**config.mk**
```make
export PLATFORM = sky130hd
export DESIGN_NAME = iterative_comparator_unit
export DESIGN_NICKNAME = d
export VERILOG_FILES = /design/src/rtl/iterative_comparator_unit_pkg.sv /design/src/rtl/iterative_comparator_unit_cmp_slice.sv /design/src/rtl/iterative_comparator_unit.sv
export SDC_FILE = /design/constraint.sdc
export NUM_CORES = 1
export LEC_CHECK = 0
export ABC_AREA = 0
export CAP_MARGIN = 20
export CELL_PAD_IN_SITES_DETAIL_PLACEMENT = 0
export CELL_PAD_IN_SITES_GLOBAL_PLACEMENT = 2
export CORE_AREA = 4 4 148 114
export DETAILED_ROUTE_END_ITERATION = 16
export DIE_AREA = 0 0 152 118
export PLACE_DENSITY_LB_ADDON = 0.1
export SLEW_MARGIN = 20
export SYNTH_ARGS = -nofsm -noshare
export SYNTH_HDL_FRONTEND = slang
export SYNTH_SLANG_ARGS = --single-unit
```
**constraint.sdc**
```tcl
create_clock -name i_Clk -period 2.5 [get_ports i_Clk]
set_input_delay 0.5 -clock i_Clk [delete_from_list [all_inputs] [get_ports i_Clk]]
set_output_delay 0.5 -clock i_Clk [all_outputs]
set_load 0.05 [all_outputs]
```
**src/rtl/iterative_comparator_unit_pkg.sv**
```systemverilog
// Shared definitions for the iterative branch comparator: op encodings, FSM states, result helpers.
package iterative_comparator_unit_pkg;

    localparam logic [2:0] CMP_OP_BEQ  = 3'b000;
    localparam logic [2:0] CMP_OP_BNE  = 3'b001;
    localparam logic [2:0] CMP_OP_BLT  = 3'b100;
    localparam logic [2:0] CMP_OP_BGE  = 3'b101;
    localparam logic [2:0] CMP_OP_BLTU = 3'b110;
    localparam logic [2:0] CMP_OP_BGEU = 3'b111;

    typedef enum logic [1:0] {
        IDLE    = 2'b00,
        COMPARE = 2'b01,
        DONE    = 2'b10
    } cmp_state_t;

    function automatic logic cmp_op_known(input logic [2:0] op);
        case (op)
            CMP_OP_BEQ, CMP_OP_BNE, CMP_OP_BLT,
            CMP_OP_BGE, CMP_OP_BLTU, CMP_OP_BGEU: cmp_op_known = 1'b1;
            default:                              cmp_op_known = 1'b0;
        endcase
    endfunction

    function automatic logic cmp_op_signed(input logic [2:0] op);
        case (op)
            CMP_OP_BLT, CMP_OP_BGE: cmp_op_signed = 1'b1;
            default:                cmp_op_signed = 1'b0;
        endcase
    endfunction

    function automatic logic cmp_result(input logic [2:0] op, input logic lt, input logic eq);
        case (op)
            CMP_OP_BEQ:               cmp_result = eq;
            CMP_OP_BNE:               cmp_result = !eq;
            CMP_OP_BLT, CMP_OP_BLTU:  cmp_result = lt;
            CMP_OP_BGE, CMP_OP_BGEU:  cmp_result = !lt;
            default:                  cmp_result = 1'b0;
        endcase
    endfunction

endpackage

```
**src/rtl/iterative_comparator_unit_cmp_slice.sv**
```systemverilog
// Combinational unsigned compare of one CHUNK_WIDTH-bit operand slice.
module iterative_comparator_unit_cmp_slice #(
    parameter int CHUNK_WIDTH = 8
) (
    input  logic [CHUNK_WIDTH-1:0] slice_a,
    input  logic [CHUNK_WIDTH-1:0] slice_b,
    output logic                   slice_lt,
    output logic                   slice_eq
);

    assign slice_lt = (slice_a < slice_b);
    assign slice_eq = (slice_a == slice_b);

endmodule

```
**src/rtl/iterative_comparator_unit.sv**
```systemverilog
// Multi-cycle MSB-first branch comparator, CHUNK_WIDTH bits per cycle.
// Optional macro CMP_EARLY_EXIT_EN finishes at the first differing slice.
module iterative_comparator_unit
    import iterative_comparator_unit_pkg::*;
#(
    parameter int XLEN        = 32,
    parameter int CHUNK_WIDTH = 8
) (
    input  logic            i_Clk,
    input  logic            i_Reset,
    input  logic            i_Flush,
    input  logic            i_Valid,
    output logic            o_Ready,
    input  logic [XLEN-1:0] i_Input_A,
    input  logic [XLEN-1:0] i_Input_B,
    input  logic [2:0]      i_Compare_Select,
    output logic            o_Valid,
    input  logic            i_Ready,
    output logic            o_Cmp_Result,
    output logic            o_Lt,
    output logic            o_Eq
);

    localparam int NUM_SLICES = XLEN / CHUNK_WIDTH;
    localparam int IDX_W      = $clog2(NUM_SLICES) + 1;
    localparam int SEL_W      = (NUM_SLICES > 1) ? $clog2(NUM_SLICES) : 1;
    localparam logic [IDX_W-1:0] IDX_LAST = IDX_W'(NUM_SLICES - 1);
    localparam logic [IDX_W-1:0] IDX_ONE  = IDX_W'(1);
    localparam logic [XLEN-1:0]  SIGN_MASK = {1'b1, {(XLEN-1){1'b0}}};

    if ((XLEN % CHUNK_WIDTH) != 0) begin : g_bad_width
        $error("XLEN must be a multiple of CHUNK_WIDTH");
    end

    cmp_state_t                                state_r;
    logic [XLEN-1:0]                           a_r;
    logic [XLEN-1:0]                           b_r;
    logic [2:0]                                op_r;
    logic [IDX_W-1:0]                          idx_r;
    logic                                      lt_r;
    logic                                      eq_r;
    logic [NUM_SLICES-1:0][CHUNK_WIDTH-1:0]    a_slices_s;
    logic [NUM_SLICES-1:0][CHUNK_WIDTH-1:0]    b_slices_s;
    logic [SEL_W-1:0]                          sel_s;
    logic                                      slice_lt_s;
    logic                                      slice_eq_s;
    logic                                      next_lt_s;
    logic                                      next_eq_s;
    logic                                      finish_s;

    assign a_slices_s = a_r;
    assign b_slices_s = b_r;
    assign sel_s      = idx_r[SEL_W-1:0];

    iterative_comparator_unit_cmp_slice #(.CHUNK_WIDTH(CHUNK_WIDTH)) u_cmp_slice (
        .slice_a  (a_slices_s[sel_s]),
        .slice_b  (b_slices_s[sel_s]),
        .slice_lt (slice_lt_s),
        .slice_eq (slice_eq_s)
    );

    // First differing slice from the MSB fixes lt/eq; later slices cannot change them.
    always_comb begin
        next_lt_s = lt_r;
        next_eq_s = eq_r;
        if (eq_r && !slice_eq_s) begin
            next_lt_s = slice_lt_s;
            next_eq_s = 1'b0;
        end else begin
            next_lt_s = lt_r;
            next_eq_s = eq_r;
        end
    end

`ifdef CMP_EARLY_EXIT_EN
    assign finish_s = (idx_r == '0) || (eq_r && !slice_eq_s);
`else
    assign finish_s = (idx_r == '0);
`endif

    // Control FSM with registered handshake and result outputs.
    always_ff @(posedge i_Clk or posedge i_Reset) begin
        if (i_Reset) begin
            state_r      <= IDLE;
            a_r          <= '0;
            b_r          <= '0;
            op_r         <= 3'b000;
            idx_r        <= '0;
            lt_r         <= 1'b0;
            eq_r         <= 1'b1;
            o_Ready      <= 1'b1;
            o_Valid      <= 1'b0;
            o_Cmp_Result <= 1'b0;
            o_Lt         <= 1'b0;
            o_Eq         <= 1'b0;
        end else if (i_Flush) begin
            state_r <= IDLE;
            o_Ready <= 1'b1;
            o_Valid <= 1'b0;
        end else begin
            case (state_r)
                IDLE: begin
                    if (i_Valid) begin
                        // Flipping the sign bit turns a signed compare into an unsigned one.
                        a_r     <= cmp_op_signed(i_Compare_Select) ? (i_Input_A ^ SIGN_MASK) : i_Input_A;
                        b_r     <= cmp_op_signed(i_Compare_Select) ? (i_Input_B ^ SIGN_MASK) : i_Input_B;
                        op_r    <= i_Compare_Select;
                        idx_r   <= IDX_LAST;
                        lt_r    <= 1'b0;
                        eq_r    <= 1'b1;
                        o_Ready <= 1'b0;
                        state_r <= COMPARE;
                    end
                end
                COMPARE: begin
                    lt_r <= next_lt_s;
                    eq_r <= next_eq_s;
                    if (finish_s) begin
                        o_Valid      <= 1'b1;
                        o_Cmp_Result <= cmp_result(op_r, next_lt_s, next_eq_s);
                        o_Lt         <= cmp_op_known(op_r) ? next_lt_s : 1'b0;
                        o_Eq         <= next_eq_s;
                        state_r      <= DONE;
                    end else begin
                        idx_r <= idx_r - IDX_ONE;
                    end
                end
                DONE: begin
                    if (i_Ready) begin
                        o_Valid <= 1'b0;
                        o_Ready <= 1'b1;
                        state_r <= IDLE;
                    end
                end
                default: begin
                    state_r <= IDLE;
                    o_Ready <= 1'b1;
                    o_Valid <= 1'b0;
                end
            endcase
        end
    end

endmodule

```
* Word level (Yosys, flattened, before mapping)
Index checks and enable logic that the tools add are counted.
** Storage, ports and cells
- Register bits after elaboration :: 79
- Input bits :: 72
- Output and inout port bits :: 5
- Logic and storage cells :: 91
** Operators by class
- $add $sub $neg :: 1
- Order comparisons :: 2
- Equality and inequality tests :: 17
- Multiplexer cells :: 37
- Bitwise logic cells :: 3
- Reduce and logical (&&, ||, !) cells :: 19
** Operators by type and width (number)
- $mux W32 :: 2
- $bmux W8 S2 :: 2
- $eq A3 B3 Y1 const B :: 6
- $mux W1 :: 18
- $reduce_and A3 Y1 :: 6
- $mux W8 :: 2
- $ne A3 B3 Y1 const B :: 3
- $eq A8 B8 Y1 :: 1
- $lt A8 B8 Y1 :: 1
- $mux W2 :: 4
- $ne A2 B2 Y1 const B :: 4
- $logic_not A3 Y1 :: 2
- $mux W3 :: 2
- $pmux W1 S3 :: 2
- $pmux W2 S3 :: 1
- $pmux W3 S2 :: 1
- $reduce_or A2 Y1 :: 3
- $reduce_or A6 Y1 :: 1
- $pmux W1 S2 :: 2
- $pmux W1 S4 :: 1
- $reduce_and A4 Y1 :: 1
- $eq A3 B1 Y1 const B :: 1
- $logic_not A1 Y1 :: 3
- $lt A2 B3 Y1 const B :: 1
- other kinds (7) :: 9

* Depth between registers and ports, before layout
- Depth in word-level cells :: 8
- Depth in mapped cells :: 9
- Depth with buffers taken out :: 8

* Hierarchy
Synthesis repeated with hierarchy kept, for this count alone.
** Second synthesis, totals
- Cell total of the unflattened synthesis :: 258
- Area, all modules :: 3742.3 um^2
** Modules (own cells, without submodules)
- iterative_comparator_unit :: times used 1, cells an instance 231, area each 3539.6 um^2, sequential area each 1979.4 um^2
- iterative_comparator_unit_cmp_slice :: times used 1, cells an instance 27, area each 202.7 um^2, sequential area each 0.0 um^2

* Least setup slack after synthesis
Ideal clock, no wire load.
- Path type :: register to register
- Start :: register idx_r[0]
- End :: register o_Cmp_Result
- Setup time :: 0.069 ns
- Data arrival time :: 2.608 ns
- Required time :: 2.431 ns
- Path slack :: -0.177 ns
- Stages on the path, launching flop included :: 10
- Path buffers :: 2
- Clock period less this slack :: 2.677 ns
- Cell sequence :: dfrtp_1 buf_2 buf_4 mux4_2 ha_1 nand4_1 or4_1 a211oi_1 o21ai_1 nand3_1
** On the way
- Longest elaborated chain between the ends :: 8
- Elaborated cells between the ends (all ways) :: 15
** Ends and longest elaborated chain
- start: declaration :: RTL line iterative_comparator_unit.sv:39 : logic [IDX_W-1:0] idx_r;
- start signal: assignment :: RTL line iterative_comparator_unit.sv:125 : idx_r <= idx_r - IDX_ONE;
- branches (longest 8 deep; another with $lt A8 B8 Y1)
- end signal: assignment :: RTL line iterative_comparator_unit.sv:120 : o_Cmp_Result <= cmp_result(op_r, next_lt_s, next_eq_s);
- end: declaration :: RTL line iterative_comparator_unit.sv:19 : output logic o_Cmp_Result,
Several ways; the timed one is not identified. The select of a mux whose other input is x is not followed.
A chain may end at the register's enable or synchronous reset.

* Worst setup path in the final report
- Start :: register idx_r[0]
- End :: register lt_r
** On the way
- Longest elaborated chain between the ends :: 7
- Elaborated cells between the ends (all ways) :: 10
** Ends and longest elaborated chain
- branches (longest 5 deep; another with $lt A8 B8 Y1)
- $mux W1 (*) :: RTL line iterative_comparator_unit.sv:66 : if (eq_r && !slice_eq_s) begin
- $pmux W1 S2 (*) :: RTL line iterative_comparator_unit.sv:101 : case (state_r)
- end signal: assignment :: RTL line iterative_comparator_unit.sv:116 : lt_r <= next_lt_s;
- end: declaration :: RTL line iterative_comparator_unit.sv:40 : logic lt_r;
Every way passes the cells marked *. The select of a mux whose other input is x is not followed.

==> out/summary.json <==
{
  "max_freq": {"value": 0.382, "unit": "GHz"},
  "cell_rows": {"value": 39},
  "number_of_port_buffers": {"value": 76},
  "via_count": {"value": 2430},
  "layout-area-overhead-vs-synth": {"value": 39.3, "unit": "%"},
  "drv.max_cap_violation_count": {"value": 0},
  "antenna_left": {"value": 0},
  "clk_pin_slew_worst_paths": {"value": 60, "unit": "ps"},
  "placed_area": {"value": 4840, "unit": "um2"},
  "post_synthesis_average_cell_area": {"value": 14.0, "unit": "um2"},
  "routabilityCongestion": {"value": 0.696},
  "grt_first_pass_wirelength": {"value": 15.9, "unit": "mm"},
  "initial_cell_density_of_the_core": {"value": 24.9, "unit": "%"},
  "timing.critical_path.required": {"value": 2720, "unit": "ps"},
  "top_area_cell_type_share_of_the_netlist_area": {"value": 50.9, "unit": "%"},
  "min-delay-path-class": {"value": "flop to flop"},
  "die_h": {"value": 118, "unit": "um"},
  "detailedPlacementHpwl": {"value": 6.78, "unit": "mm"},
  "post-route-period-util": {"value": 105, "unit": "%"},
  "switching_power_of_the_nets": {"value": 1.24, "unit": "mW"},
  "setup_slack": {"value": -120, "unit": "ps"},
  "maxSlewViolCount": {"value": 0},
  "drive_gt1_share": {"value": 17.9, "unit": "%"},
  "drtPass1Iterations": {"value": 4},
  "grt_remaining_overflow": {"value": 0},
  "clock_power_share": {"value": 32.1, "unit": "%"},
  "layout.cells.most_common_list": {"value": "sky130_fd_sc_hd__dfrtp_1 (76), sky130_fd_sc_hd__clkdlybuf4s50_1 (76), sky130_fd_sc_hd__mux2_1 (61)"},
  "synth_sequential_area_ratio": {"value": 52.3, "unit": "%"},
  "utilization": {"value": 34.6, "unit": "%"},
  "diodes": {"value": 0},
  "pin_count_of_the_biggest_net_entering_global_routing": {"value": 80},
  "power.sequential.fraction": {"value": 39.4, "unit": "%"},
  "tightestPinTransition": {"value": 498, "unit": "ps"},
  "crit_path_start_kind": {"value": "flop"},
  "pwr_density_cell": {"value": 823, "unit": "nW/um2"},
  "final-hold-violation-count": {"value": 0},
  "drtIter0Drc": {"value": 99},
  "detail_route.vias_per_cell": {"value": 4.28},
  "grt_setup_unrepaired": {"value": "true"},
  "worst_setup_path_end_kind": {"value": "flop"},
  "n_fill_cell": {"value": 1529},
  "syn-cell-area": {"value": 3790, "unit": "um2"},
  "dieArea": {"value": 17900, "unit": "um2"},
  "report.final.setup_viol": {"value": 3},
  "dieWidth": {"value": 152, "unit": "um"},
  "postSynthNetCount": {"value": 353},
  "clock_tree.buffer_depth": {"value": 2},
  "grt_antenna_before_repair": {"value": 0},
  "top_usage_layer": {"value": "met1"},
  "cts_root_buf": {"value": "sky130_fd_sc_hd__clkbuf_16"},
  "clkSinkCount": {"value": 79},
  "post_synth_main_area_contributors": {"value": "sky130_fd_sc_hd__dfrtp_1 (51%), sky130_fd_sc_hd__mux2_1 (18%), sky130_fd_sc_hd__mux4_2 (9.5%), sky130_fd_sc_hd__ha_1 (3.3%), sky130_fd_sc_hd__buf_6 (2.1%)"},
  "synth_largest_area_cell": {"value": "sky130_fd_sc_hd__dfrtp_1"},
  "violations": {"value": "setup timing"},
  "switching_share": {"value": 28.5, "unit": "%"},
  "met1_usage": {"value": 16.8, "unit": "%"},
  "synth-edff-count": {"value": 0},
  "p_leak": {"value": 2.14, "unit": "nW"},
  "area.sequential": {"value": 1980, "unit": "um2"},
  "post_synth_num_cell_types": {"value": 43},
  "wl": {"value": 9.63, "unit": "mm"},
  "clk-insertion-delay-late": {"value": 340, "unit": "ps"},
  "synth_async_sr_flop_share": {"value": 100, "unit": "%"},
  "number_of_h_tree_branching_levels": {"value": 3},
  "grt_pass1_vias": {"value": 2753},
  "status": {"value": "finished, violations left"},
  "max_slew_margin": {"value": 66.7, "unit": "%"},
  "ys.warnings.count": {"value": 0},
  "tritoncts_clock_tree": {"value": "built"},
  "criticalPathCategory": {"value": "flop to flop"},
  "yosys_register_bits": {"value": 79},
  "comb_power_share": {"value": 28.5, "unit": "%"},
  "numCtsBuffers": {"value": 9},
  "synthFlopType": {"value": "sky130_fd_sc_hd__dfrtp_1"},
  "postLayoutCellArea": {"value": 5280, "unit": "um2"},
  "number_of_buffers_inserted_for_hold_repair_after_clock_tree_synthesis": {"value": 0},
  "core_area": {"value": 15200, "unit": "um2"},
  "vdd_drop_max": {"value": 290, "unit": "uV"},
  "p_int": {"value": 3.10, "unit": "mW"},
  "critPathMaxFanout": {"value": 6},
  "grt_util_all_layers": {"value": 11.4, "unit": "%"},
  "global_route.usage.met3": {"value": 4.67, "unit": "%"},
  "timing.clock.skew": {"value": 8.66, "unit": "ps"},
  "synth_cells": {"value": 271},
  "multiInputGateArea": {"value": 1710, "unit": "um2"},
  "layout.nets": {"value": 441},
  "critPathArrivalTime": {"value": 2840, "unit": "ps"},
  "final_period_minus_worst_setup_slack": {"value": 2620, "unit": "ps"},
  "drc_errors": {"value": 0},
  "wl_per_cell": {"value": 16.9, "unit": "um"},
  "grtUsageMet2": {"value": 14.9, "unit": "%"},
  "boundaryPins": {"value": 77}
}
[state kept, by name, summed over array words and instances (netlist names)]
register,cells
b_r,32
o_Cmp_Result,1
o_Ready,1
lt_r,1
eq_r,1
op_r,3
o_Valid,1
idx_r,3
o_Lt,1
state_r,2
a_r,32
o_Eq,1
[routing by layer]
layer / vias up / routed length (um)
met5: - / 0
met1: 1184 / 4990
met4: 0 / 165
met3: 12 / 669
li1: 1157 / -
met2: 77 / 3800
[worst paths after layout]
kind | from | slack (ps) | end | depth (start not counted)
worst max register to register | idx_r[0] | -120 | lt_r | 10
worst min register to register | a_r[27] | 480 | a_r[27] | 1
worst min-delay path | a_r[27] | 480 | a_r[27] | 1
worst max-delay path | idx_r[0] | -120 | lt_r | 10
max in group asynchronous | i_Reset | 1490 | o_Ready | 3
min in group asynchronous | i_Reset | 640 | a_r[9] | 3
[logic make-up after synthesis]
group,after synthesis,share of synthesized area [%]
compound gates,31,5.25
simple gates,38,5.35
flops,79,52.3
fa+ha+maj,10,3.30
buf+inv,31,4.86
xor+xnor,3,0.694
mux,79,28.3
[power by group through the flow]
stage / logic (mW) / clock network [mW] / registers (mW)
after global placement: 1.12 / 0 / 1.75
after floorplan: 0.745 / 0 / 1.68
final: 1.24 / 1.39 / 1.71
after CTS: 1.23 / 1.44 / 1.72
after detailed placement: 1.14 / 0 / 1.73
after global routing: 1.39 / 1.50 / 1.75
[through the flow]
step	worst slack [ps]	setup TNS (ps)	hold slack, ps	instances	total power [mW]
2_1_floorplan	-18.5	-18.5	452	271	2.43
3_3_place_gp	-19.9	-33.0	465	550	2.86
3_5_place_dp	-115	-252	469	550	2.87
4_1_cts	-87.0	-221	483	567	4.38
5_1_grt	-289	-759	503	568	4.64
6_report	-120	-297	479	568	4.34
[timing repair]
item                                   4_1_cts  5_1_grt
cloned                                       1        0
pin swaps                                    7        1
endpoints found under the hold margin        0        0
setup endpoints to repair                    3        5
buffers inserted                             2        1
gates resized for setup                      8        6
[area by class of cell]
class / instances / area share, %
clock buffers: 10 / 4.34
clock inverters: 5 / 1.59
inverters: 17 / 1.28
multi-input cells: 161 / 32.4
flip-flops and latches: 79 / 37.5
well taps: 205 / 4.86
repair buffers: 91 / 18.0
[Yosys cell counts (2+ instances only)]
cell	count
sky130_fd_sc_hd__a21oi_1	9
sky130_fd_sc_hd__buf_2	3
sky130_fd_sc_hd__buf_4	3
sky130_fd_sc_hd__buf_6	7
sky130_fd_sc_hd__dfrtp_1	77
sky130_fd_sc_hd__dfstp_2	2
sky130_fd_sc_hd__ha_1	10
sky130_fd_sc_hd__inv_1	17
sky130_fd_sc_hd__mux2_1	61
sky130_fd_sc_hd__mux2_2	2
sky130_fd_sc_hd__mux4_2	16
sky130_fd_sc_hd__nand2_1	10
sky130_fd_sc_hd__nand3_1	2
sky130_fd_sc_hd__nand4_1	2
sky130_fd_sc_hd__nor2_1	12
sky130_fd_sc_hd__nor2b_1	2
sky130_fd_sc_hd__o2111ai_1	2
sky130_fd_sc_hd__o21ai_0	7
sky130_fd_sc_hd__o22ai_1	2
sky130_fd_sc_hd__xnor2_1	2
[worst max-delay path, cell delays in order (launching register included)]
cell and delay, ps:
sky130_fd_sc_hd__dfrtp_2 460, sky130_fd_sc_hd__buf_12 160, sky130_fd_sc_hd__buf_4 110, sky130_fd_sc_hd__mux4_2 470
sky130_fd_sc_hd__inv_1 70, sky130_fd_sc_hd__ha_1 220, sky130_fd_sc_hd__nand4_1 220, sky130_fd_sc_hd__o21ai_0 120
sky130_fd_sc_hd__o2bb2ai_1 160, sky130_fd_sc_hd__or2_1 250, sky130_fd_sc_hd__a32o_1 260
No activity file was read; power rests on OpenSTA's default activity.
